`src/rtl/hazard_pkg.sv`:
```
// Shared encodings for the pipeline hazard controller: FSM states and ALU operand
// forwarding select codes.
package hazard_pkg;

  typedef enum logic [1:0] {
    RUN   = 2'd0,
    STALL = 2'd1,
    FLUSH = 2'd2
  } state_e;

  localparam logic [1:0] FWD_RF  = 2'b00;
  localparam logic [1:0] FWD_MEM = 2'b10;
  localparam logic [1:0] FWD_WB  = 2'b01;

endpackage

```
`src/rtl/hazard_ctrl_if.sv`:
```
// Pipeline-register fields seen by the hazard controller and the control
// strobes/forwarding selects it drives back into the datapath.
interface hazard_ctrl_if #(
   parameter int unsigned REG_AW = 5,
   parameter int unsigned CNT_W  = 16
);
   logic [REG_AW-1:0] id_rs;
   logic [REG_AW-1:0] id_rt;
   logic [REG_AW-1:0] ex_rs;
   logic [REG_AW-1:0] ex_rt;
   logic [REG_AW-1:0] ex_dst;
   logic              ex_memread;
   logic [REG_AW-1:0] mem_dst;
   logic              mem_regwrite;
   logic [REG_AW-1:0] wb_dst;
   logic              wb_regwrite;
   logic              br_taken;
   logic              cnt_clr;
   logic              pc_we;
   logic              ifid_we;
   logic              ifid_flush;
   logic              idex_bubble;
   logic              exmem_flush;
   logic [1:0]        fwd_a;
   logic [1:0]        fwd_b;
   logic [CNT_W-1:0]  stall_cnt;
   logic [CNT_W-1:0]  flush_cnt;

   modport master (
      output id_rs, id_rt, ex_rs, ex_rt, ex_dst, ex_memread, mem_dst, mem_regwrite,
             wb_dst, wb_regwrite, br_taken, cnt_clr,
      input  pc_we, ifid_we, ifid_flush, idex_bubble, exmem_flush, fwd_a, fwd_b,
             stall_cnt, flush_cnt
   );

   modport slave (
      input  id_rs, id_rt, ex_rs, ex_rt, ex_dst, ex_memread, mem_dst, mem_regwrite,
             wb_dst, wb_regwrite, br_taken, cnt_clr,
      output pc_we, ifid_we, ifid_flush, idex_bubble, exmem_flush, fwd_a, fwd_b,
             stall_cnt, flush_cnt
   );
endinterface

```
`src/rtl/fwd_unit.sv`:
```
// Forwarding select for one ALU operand; the younger EX/MEM result wins over MEM/WB.
module fwd_unit
   import hazard_pkg::*;
#(
   parameter int unsigned REG_AW = 5
) (
   input  logic [REG_AW-1:0] i_src,
   input  logic [REG_AW-1:0] i_mem_dst,
   input  logic              i_mem_regwrite,
   input  logic [REG_AW-1:0] i_wb_dst,
   input  logic              i_wb_regwrite,
   output logic [1:0]        o_sel
);
   always_comb begin
      o_sel = FWD_RF;
      if (i_mem_regwrite && (i_mem_dst != '0) && (i_mem_dst == i_src)) begin
         o_sel = FWD_MEM;
      end else if (i_wb_regwrite && (i_wb_dst != '0) && (i_wb_dst == i_src)) begin
         o_sel = FWD_WB;
      end
   end
endmodule

```
`src/rtl/hazard_ctrl.sv`:
```
// 5-stage pipeline sequencer: load-use stall, taken-branch flush, operand forwarding
// and saturating stall/flush event counters.
module hazard_ctrl
   import hazard_pkg::*;
#(
   parameter int unsigned REG_AW = 5,
   parameter int unsigned CNT_W  = 16
) (
   input  logic         clk,
   input  logic         rst,
   hazard_ctrl_if.slave bus
);
   localparam logic [CNT_W-1:0] CNT_MAX = '1;

   state_e           r_state;
   state_e           w_next;
   logic [CNT_W-1:0] r_stall_cnt;
   logic [CNT_W-1:0] r_flush_cnt;
   logic             w_lu;
   logic             w_stall_evt;
   logic             w_flush_evt;
   logic             w_pc_we;
   logic             w_ifid_we;
   logic             w_ifid_flush;
   logic             w_idex_bubble;
   logic             w_exmem_flush;
   logic [1:0]       w_fwd_a;
   logic [1:0]       w_fwd_b;

   assign w_lu = bus.ex_memread && (bus.ex_dst != '0) &&
                 ((bus.ex_dst == bus.id_rs) || (bus.ex_dst == bus.id_rt));

   // Load-use only stalls from RUN: in STALL the load has moved on, in FLUSH IF/ID is a NOP.
   always_comb begin
      w_next        = RUN;
      w_stall_evt   = 1'b0;
      w_flush_evt   = 1'b0;
      w_pc_we       = 1'b1;
      w_ifid_we     = 1'b1;
      w_ifid_flush  = 1'b0;
      w_idex_bubble = 1'b0;
      w_exmem_flush = 1'b0;
      if (bus.br_taken) begin
         w_next        = FLUSH;
         w_flush_evt   = 1'b1;
         w_ifid_flush  = 1'b1;
         w_idex_bubble = 1'b1;
         w_exmem_flush = 1'b1;
      end else if ((r_state == RUN) && w_lu) begin
         w_next        = STALL;
         w_stall_evt   = 1'b1;
         w_pc_we       = 1'b0;
         w_ifid_we     = 1'b0;
         w_idex_bubble = 1'b1;
      end
      if (rst) begin
         w_pc_we       = 1'b0;
         w_ifid_we     = 1'b0;
         w_ifid_flush  = 1'b1;
         w_idex_bubble = 1'b1;
         w_exmem_flush = 1'b1;
      end
   end

   always_ff @(posedge clk or posedge rst) begin
      if (rst) begin
         r_state     <= RUN;
         r_stall_cnt <= '0;
         r_flush_cnt <= '0;
      end else begin
         r_state <= w_next;
         if (bus.cnt_clr) begin
            r_stall_cnt <= '0;
            r_flush_cnt <= '0;
         end else begin
            if (w_stall_evt && (r_stall_cnt != CNT_MAX)) r_stall_cnt <= r_stall_cnt + CNT_W'(1);
            if (w_flush_evt && (r_flush_cnt != CNT_MAX)) r_flush_cnt <= r_flush_cnt + CNT_W'(1);
         end
      end
   end

   fwd_unit #(.REG_AW(REG_AW)) u_fwd_a (
      .i_src          (bus.ex_rs),
      .i_mem_dst      (bus.mem_dst),
      .i_mem_regwrite (bus.mem_regwrite),
      .i_wb_dst       (bus.wb_dst),
      .i_wb_regwrite  (bus.wb_regwrite),
      .o_sel          (w_fwd_a)
   );

   fwd_unit #(.REG_AW(REG_AW)) u_fwd_b (
      .i_src          (bus.ex_rt),
      .i_mem_dst      (bus.mem_dst),
      .i_mem_regwrite (bus.mem_regwrite),
      .i_wb_dst       (bus.wb_dst),
      .i_wb_regwrite  (bus.wb_regwrite),
      .o_sel          (w_fwd_b)
   );

   assign bus.pc_we       = w_pc_we;
   assign bus.ifid_we     = w_ifid_we;
   assign bus.ifid_flush  = w_ifid_flush;
   assign bus.idex_bubble = w_idex_bubble;
   assign bus.exmem_flush = w_exmem_flush;
   assign bus.fwd_a       = rst ? FWD_RF : w_fwd_a;
   assign bus.fwd_b       = rst ? FWD_RF : w_fwd_b;
   assign bus.stall_cnt   = r_stall_cnt;
   assign bus.flush_cnt   = r_flush_cnt;
endmodule
```
`src/flat_wrapper.sv`:
```
// flat-port wrapper written by rule: the top's interface ports become plain ports
module hazard_ctrl_flat import hazard_pkg::*;
#(
   parameter int unsigned REG_AW = 5,
   parameter int unsigned CNT_W  = 16
)
  (clk, rst, bus_id_rs, bus_id_rt, bus_ex_rs, bus_ex_rt, bus_ex_dst, bus_ex_memread, bus_mem_dst, bus_mem_regwrite, bus_wb_dst, bus_wb_regwrite, bus_br_taken, bus_cnt_clr, bus_pc_we, bus_ifid_we, bus_ifid_flush, bus_idex_bubble, bus_exmem_flush, bus_fwd_a, bus_fwd_b, bus_stall_cnt, bus_flush_cnt);
  hazard_ctrl_if #(.REG_AW(REG_AW), .CNT_W(CNT_W)) bus_i ();
  input  logic clk;
  input  logic rst;
  input wire logic [$bits(bus_i.id_rs)-1:0] bus_id_rs;
  input wire logic [$bits(bus_i.id_rt)-1:0] bus_id_rt;
  input wire logic [$bits(bus_i.ex_rs)-1:0] bus_ex_rs;
  input wire logic [$bits(bus_i.ex_rt)-1:0] bus_ex_rt;
  input wire logic [$bits(bus_i.ex_dst)-1:0] bus_ex_dst;
  input wire logic [$bits(bus_i.ex_memread)-1:0] bus_ex_memread;
  input wire logic [$bits(bus_i.mem_dst)-1:0] bus_mem_dst;
  input wire logic [$bits(bus_i.mem_regwrite)-1:0] bus_mem_regwrite;
  input wire logic [$bits(bus_i.wb_dst)-1:0] bus_wb_dst;
  input wire logic [$bits(bus_i.wb_regwrite)-1:0] bus_wb_regwrite;
  input wire logic [$bits(bus_i.br_taken)-1:0] bus_br_taken;
  input wire logic [$bits(bus_i.cnt_clr)-1:0] bus_cnt_clr;
  output wire logic [$bits(bus_i.pc_we)-1:0] bus_pc_we;
  output wire logic [$bits(bus_i.ifid_we)-1:0] bus_ifid_we;
  output wire logic [$bits(bus_i.ifid_flush)-1:0] bus_ifid_flush;
  output wire logic [$bits(bus_i.idex_bubble)-1:0] bus_idex_bubble;
  output wire logic [$bits(bus_i.exmem_flush)-1:0] bus_exmem_flush;
  output wire logic [$bits(bus_i.fwd_a)-1:0] bus_fwd_a;
  output wire logic [$bits(bus_i.fwd_b)-1:0] bus_fwd_b;
  output wire logic [$bits(bus_i.stall_cnt)-1:0] bus_stall_cnt;
  output wire logic [$bits(bus_i.flush_cnt)-1:0] bus_flush_cnt;
  assign bus_i.id_rs = bus_id_rs;
  assign bus_i.id_rt = bus_id_rt;
  assign bus_i.ex_rs = bus_ex_rs;
  assign bus_i.ex_rt = bus_ex_rt;
  assign bus_i.ex_dst = bus_ex_dst;
  assign bus_i.ex_memread = bus_ex_memread;
  assign bus_i.mem_dst = bus_mem_dst;
  assign bus_i.mem_regwrite = bus_mem_regwrite;
  assign bus_i.wb_dst = bus_wb_dst;
  assign bus_i.wb_regwrite = bus_wb_regwrite;
  assign bus_i.br_taken = bus_br_taken;
  assign bus_i.cnt_clr = bus_cnt_clr;
  assign bus_pc_we = bus_i.pc_we;
  assign bus_ifid_we = bus_i.ifid_we;
  assign bus_ifid_flush = bus_i.ifid_flush;
  assign bus_idex_bubble = bus_i.idex_bubble;
  assign bus_exmem_flush = bus_i.exmem_flush;
  assign bus_fwd_a = bus_i.fwd_a;
  assign bus_fwd_b = bus_i.fwd_b;
  assign bus_stall_cnt = bus_i.stall_cnt;
  assign bus_flush_cnt = bus_i.flush_cnt;
  hazard_ctrl #(.REG_AW(REG_AW), .CNT_W(CNT_W)) u_core (.clk(clk), .rst(rst), .bus(bus_i));
endmodule
```
`config.mk`:
```
export PLATFORM = sky130hd
export DESIGN_NAME = hazard_ctrl_flat
export DESIGN_NICKNAME = d
export VERILOG_FILES = /design/src/rtl/hazard_pkg.sv /design/src/rtl/hazard_ctrl_if.sv /design/src/rtl/fwd_unit.sv /design/src/rtl/hazard_ctrl.sv /design/src/flat_wrapper.sv
export SDC_FILE = /design/constraint.sdc
export NUM_CORES = 1
export LEC_CHECK = 0
export ABC_AREA = 1
export CAP_MARGIN = 20
export CORE_ASPECT_RATIO = 0.5
export CORE_UTILIZATION = 43
export DETAILED_ROUTE_END_ITERATION = 6
export PLACE_DENSITY_LB_ADDON = 0.25
export SLEW_MARGIN = 20
export SYNTH_ARGS = -nofsm -noshare
export SYNTH_HDL_FRONTEND = slang
export SYNTH_HIERARCHICAL = 1
export SYNTH_SLANG_ARGS = --single-unit
```
`constraint.sdc`:
```
create_clock -name clk -period 2 [get_ports clk]
set_input_delay 0.4 -clock clk [delete_from_list [all_inputs] [get_ports clk]]
set_output_delay 0.4 -clock clk [all_outputs]
set_load 0.02 [all_outputs]
```
==> flow_summary.ini <==
[timing]
maxSlewHeadroom_pct = 62.7
skew_ps = 4.05
holdWs_ps = 570
tightest_slew_ps = 556
hold_viol = 0
setup_violations = 0
rsz0062_at_grt = true
period_minus_slack_ps = 1950
slew_viol_final = 0
fmax_mhz = 514
period_share_pct = 97.3

[finish]
nNetsFinal = 599
layout-drive-gt1-share_pct = 13.5
fillers = 615
num_antenna_cells = 0
finalNonFillerCells = 644
syn2layout_area_growth_pct = 41.7

[global_routing]
grt_pass1_vias = 2813
antenna_found_initial = 0
track_usage_pct = 22.1
grt_pass1_wl_mm = 12.0
grt_max_degree = 33
grt-ovfl-total = 0

[worst_setup_path]
r2r_slack_ps = 200
slowest_stage = clkdlybuf4s50_1
arrival_ps = 1550
crit_path_frequent_cell = nand2_2
start_kind = primary input
cp-startpoint = bus_id_rs[2]
reg2reg_from = u_core/bus.stall_cnt[0]
crit_type = primary input to output port
path_max_fanout = 3
required_ps = 1600
cpPeakStageDelay_ps = 470
path_cells = clkdlybuf4s50_1 -> xnor2_1 -> nand3_1 -> nand2_2 -> nand3_2 -> nand2_2 -> inv_2 -> buf_6
cp-end-kind = output port

[power_and_ir_drop]
p_total_uw = 1840
vdd_ir_drop_max_uv = 326
swShare_pct = 26.9
power_frac_comb_pct = 19.2
internal_power_uw = 1350
p_clk_share_pct = 41.9
power_density_nw_per_um2 = 469
p_leak_uw = 0.00196
power_switching_uw = 495
p_seq_share_pct = 38.9

[logic_synthesis]
yosysTopAreaCellShare_pct = 30.7
yosysTopAreaCell = dfrtp_1
synth_cells = 458
synth_enable_flop_cells = 0
synthesis.area_um2 = 2780
yosys.area_share.simple_pct = 46.8
synth_mux_area_share_pct = 0
yosysSeqAreaShare_pct = 30.7
yosys_warnings = 6
synth-adder-area-share_pct = 0.902
async_flop_share_pct = 100
ys_types = 32
synthXorXnorAreaFrac_pct = 3.79
synthTopCellsByArea = dfrtp_1 (31%), nand2_1 (21%), inv_1 (9.1%), nor2_1 (8.5%), nand3_1 (7.6%)
synth_compound_area_share_pct = 5.82
syn_nets = 502
yosysMostFrequentCell = nand2_1
synth-seq-cells = 34
syn_area_per_cell_um2 = 6.06
synthFlopType = dfrtp_1
synth_top_family_by_area = simple AND/OR/NAND/NOR gates
synthTopCellsByCount = nand2_1 (152), inv_1 (67), nor2_1 (63)

[floorplanning]
die_w_um = 116
rows = 20
ioPinCount = 83
die_area_um2 = 6800
start_util_pct = 45.1
core_um2 = 6160
die_h_um = 58.8

[clock_network]
htreeDepth = 2
tritoncts = built
clock_latency_ps = 280
clock_sinks = 34
cts_buffers = 5
path_clk_slew_ps = 60
cts_max_path_buffers = 2
hold_buffers = 0
root_buffer = clkbuf_16

[routing]
drc_errors = 0
viasPerCell = 4.82
drtAntennaViolNets = 0
wl_per_cell_um = 11.4
drtPass1Iterations = 4
wl_mm = 7.37
drt-initial-drc-count = 217
num_vias = 3101

[status]
status = complete, no violations

[hold_path]
holdCritPathClass = flip-flop to flip-flop
min-delay-start = u_core/bus.flush_cnt[8]

[placed_design]
dp.cells = 632
routabilityCongestion = 0.885
place_hpwl_mm = 5.35
port_buffers = 82

[job]
max_cap_viol_count = 0
area by class of cell:
| cell class | count | area [um2] | share of cell area [%] |
|---|---|---|---|
| clock buffer | 7 | 143 | 3.63 |
| clock inverter | 1 | 5.00 | 0.127 |
| inverter | 71 | 270 | 6.87 |
| multi-input combinational | 342 | 1620 | 41.3 |
| sequential | 34 | 851 | 21.6 |
| tap | 88 | 110 | 2.80 |
| timing repair buffer | 101 | 931 | 23.7 |
final timing paths:
path                                             to  cells after the start
setup / recovery                        bus_ifid_we                      8
hold / removal              u_core/bus.flush_cnt[8]                      2
setup reg to reg           u_core/bus.stall_cnt[14]                     10
hold reg to reg             u_core/bus.flush_cnt[8]                      2
max in group asynchronous  u_core/bus.flush_cnt[10]                      3
min in group asynchronous         u_core/r_state[1]                      4
power by group through the flow:
| stage | registers (uW) | clock network, uW | logic (uW) |
|---|---|---|---|
| floorplan | 739 | 0 | 165 |
| global placement | 728 | 0 | 360 |
| detailed placement | 728 | 0 | 363 |
| CTS | 716 | 785 | 343 |
| global route | 718 | 820 | 393 |
| finish | 717 | 773 | 354 |
kinds of logic (layout without fill, tap and decap cells):
kind of cell	Yosys count	count (layout)
fa+ha+maj	2	2
compound gates	30	30
buf+inv	82	180
flops	34	34
xor+xnor	12	12
simple gates	298	298
state kept, by name, summed over array words and instances (netlist names):
register,flops
u_core/bus.flush_cnt,16
u_core/bus.stall_cnt,16
u_core/r_state,2
layout by cell type, fill, tap and decap left out, types with 8 or more instances in the layout:
cell type | synthesis | layout
buf_4 | 4 | 21
clkdlybuf4s50_1 | 0 | 37
dfrtp_1 | 34 | 34
dlygate4sd2_1 | 0 | 25
inv_1 | 67 | 60
inv_2 | 4 | 10
nand2_1 | 152 | 149
nand2_2 | 5 | 8
nand3_1 | 42 | 41
nand4_1 | 10 | 10
nor2_1 | 63 | 60
nor3_1 | 12 | 12
o21ai_0 | 18 | 17
what timing repair did:
| item | CTS | global route |
|---|---|---|
| pin swaps | 11 | 19 |
| gates resized for setup | 76 | 31 |
| endpoints found under the setup margin | 9 | 14 |
| setup buffers | 1 | 3 |
per-layer routing:
metal  part of all wire [%]  track usage, %
met1                     46            27.0
met4                   0.65            6.04
met5                      0               0
met2                     47            40.7
met3                    6.7            4.02
worst max-delay path: cells and delay by family:
family | cells | cell delay, ps
XOR/XNOR | 1 | 120
AND/OR/NAND/NOR | 4 | 390
buffers and inverters | 3 | 630
metrics by stage:
| stage | worst slack, ps | instance area, um2 | TNS, ps | utilization [%] |
|---|---|---|---|---|
| final | 53.5 | 3930 | 0 | 63.9 |
| after global routing | -14.3 | 3930 | -20.3 | 63.9 |
| after CTS | -96.2 | 3870 | -96.2 | 62.9 |
| after detailed placement | -595 | 3770 | -5740 | 61.2 |
| after global placement | -606 | 3770 | -5760 | 61.2 |
| after floorplan | 102 | 2780 | 0 | - |
Note: power is estimated with default switching activity, not from simulation.
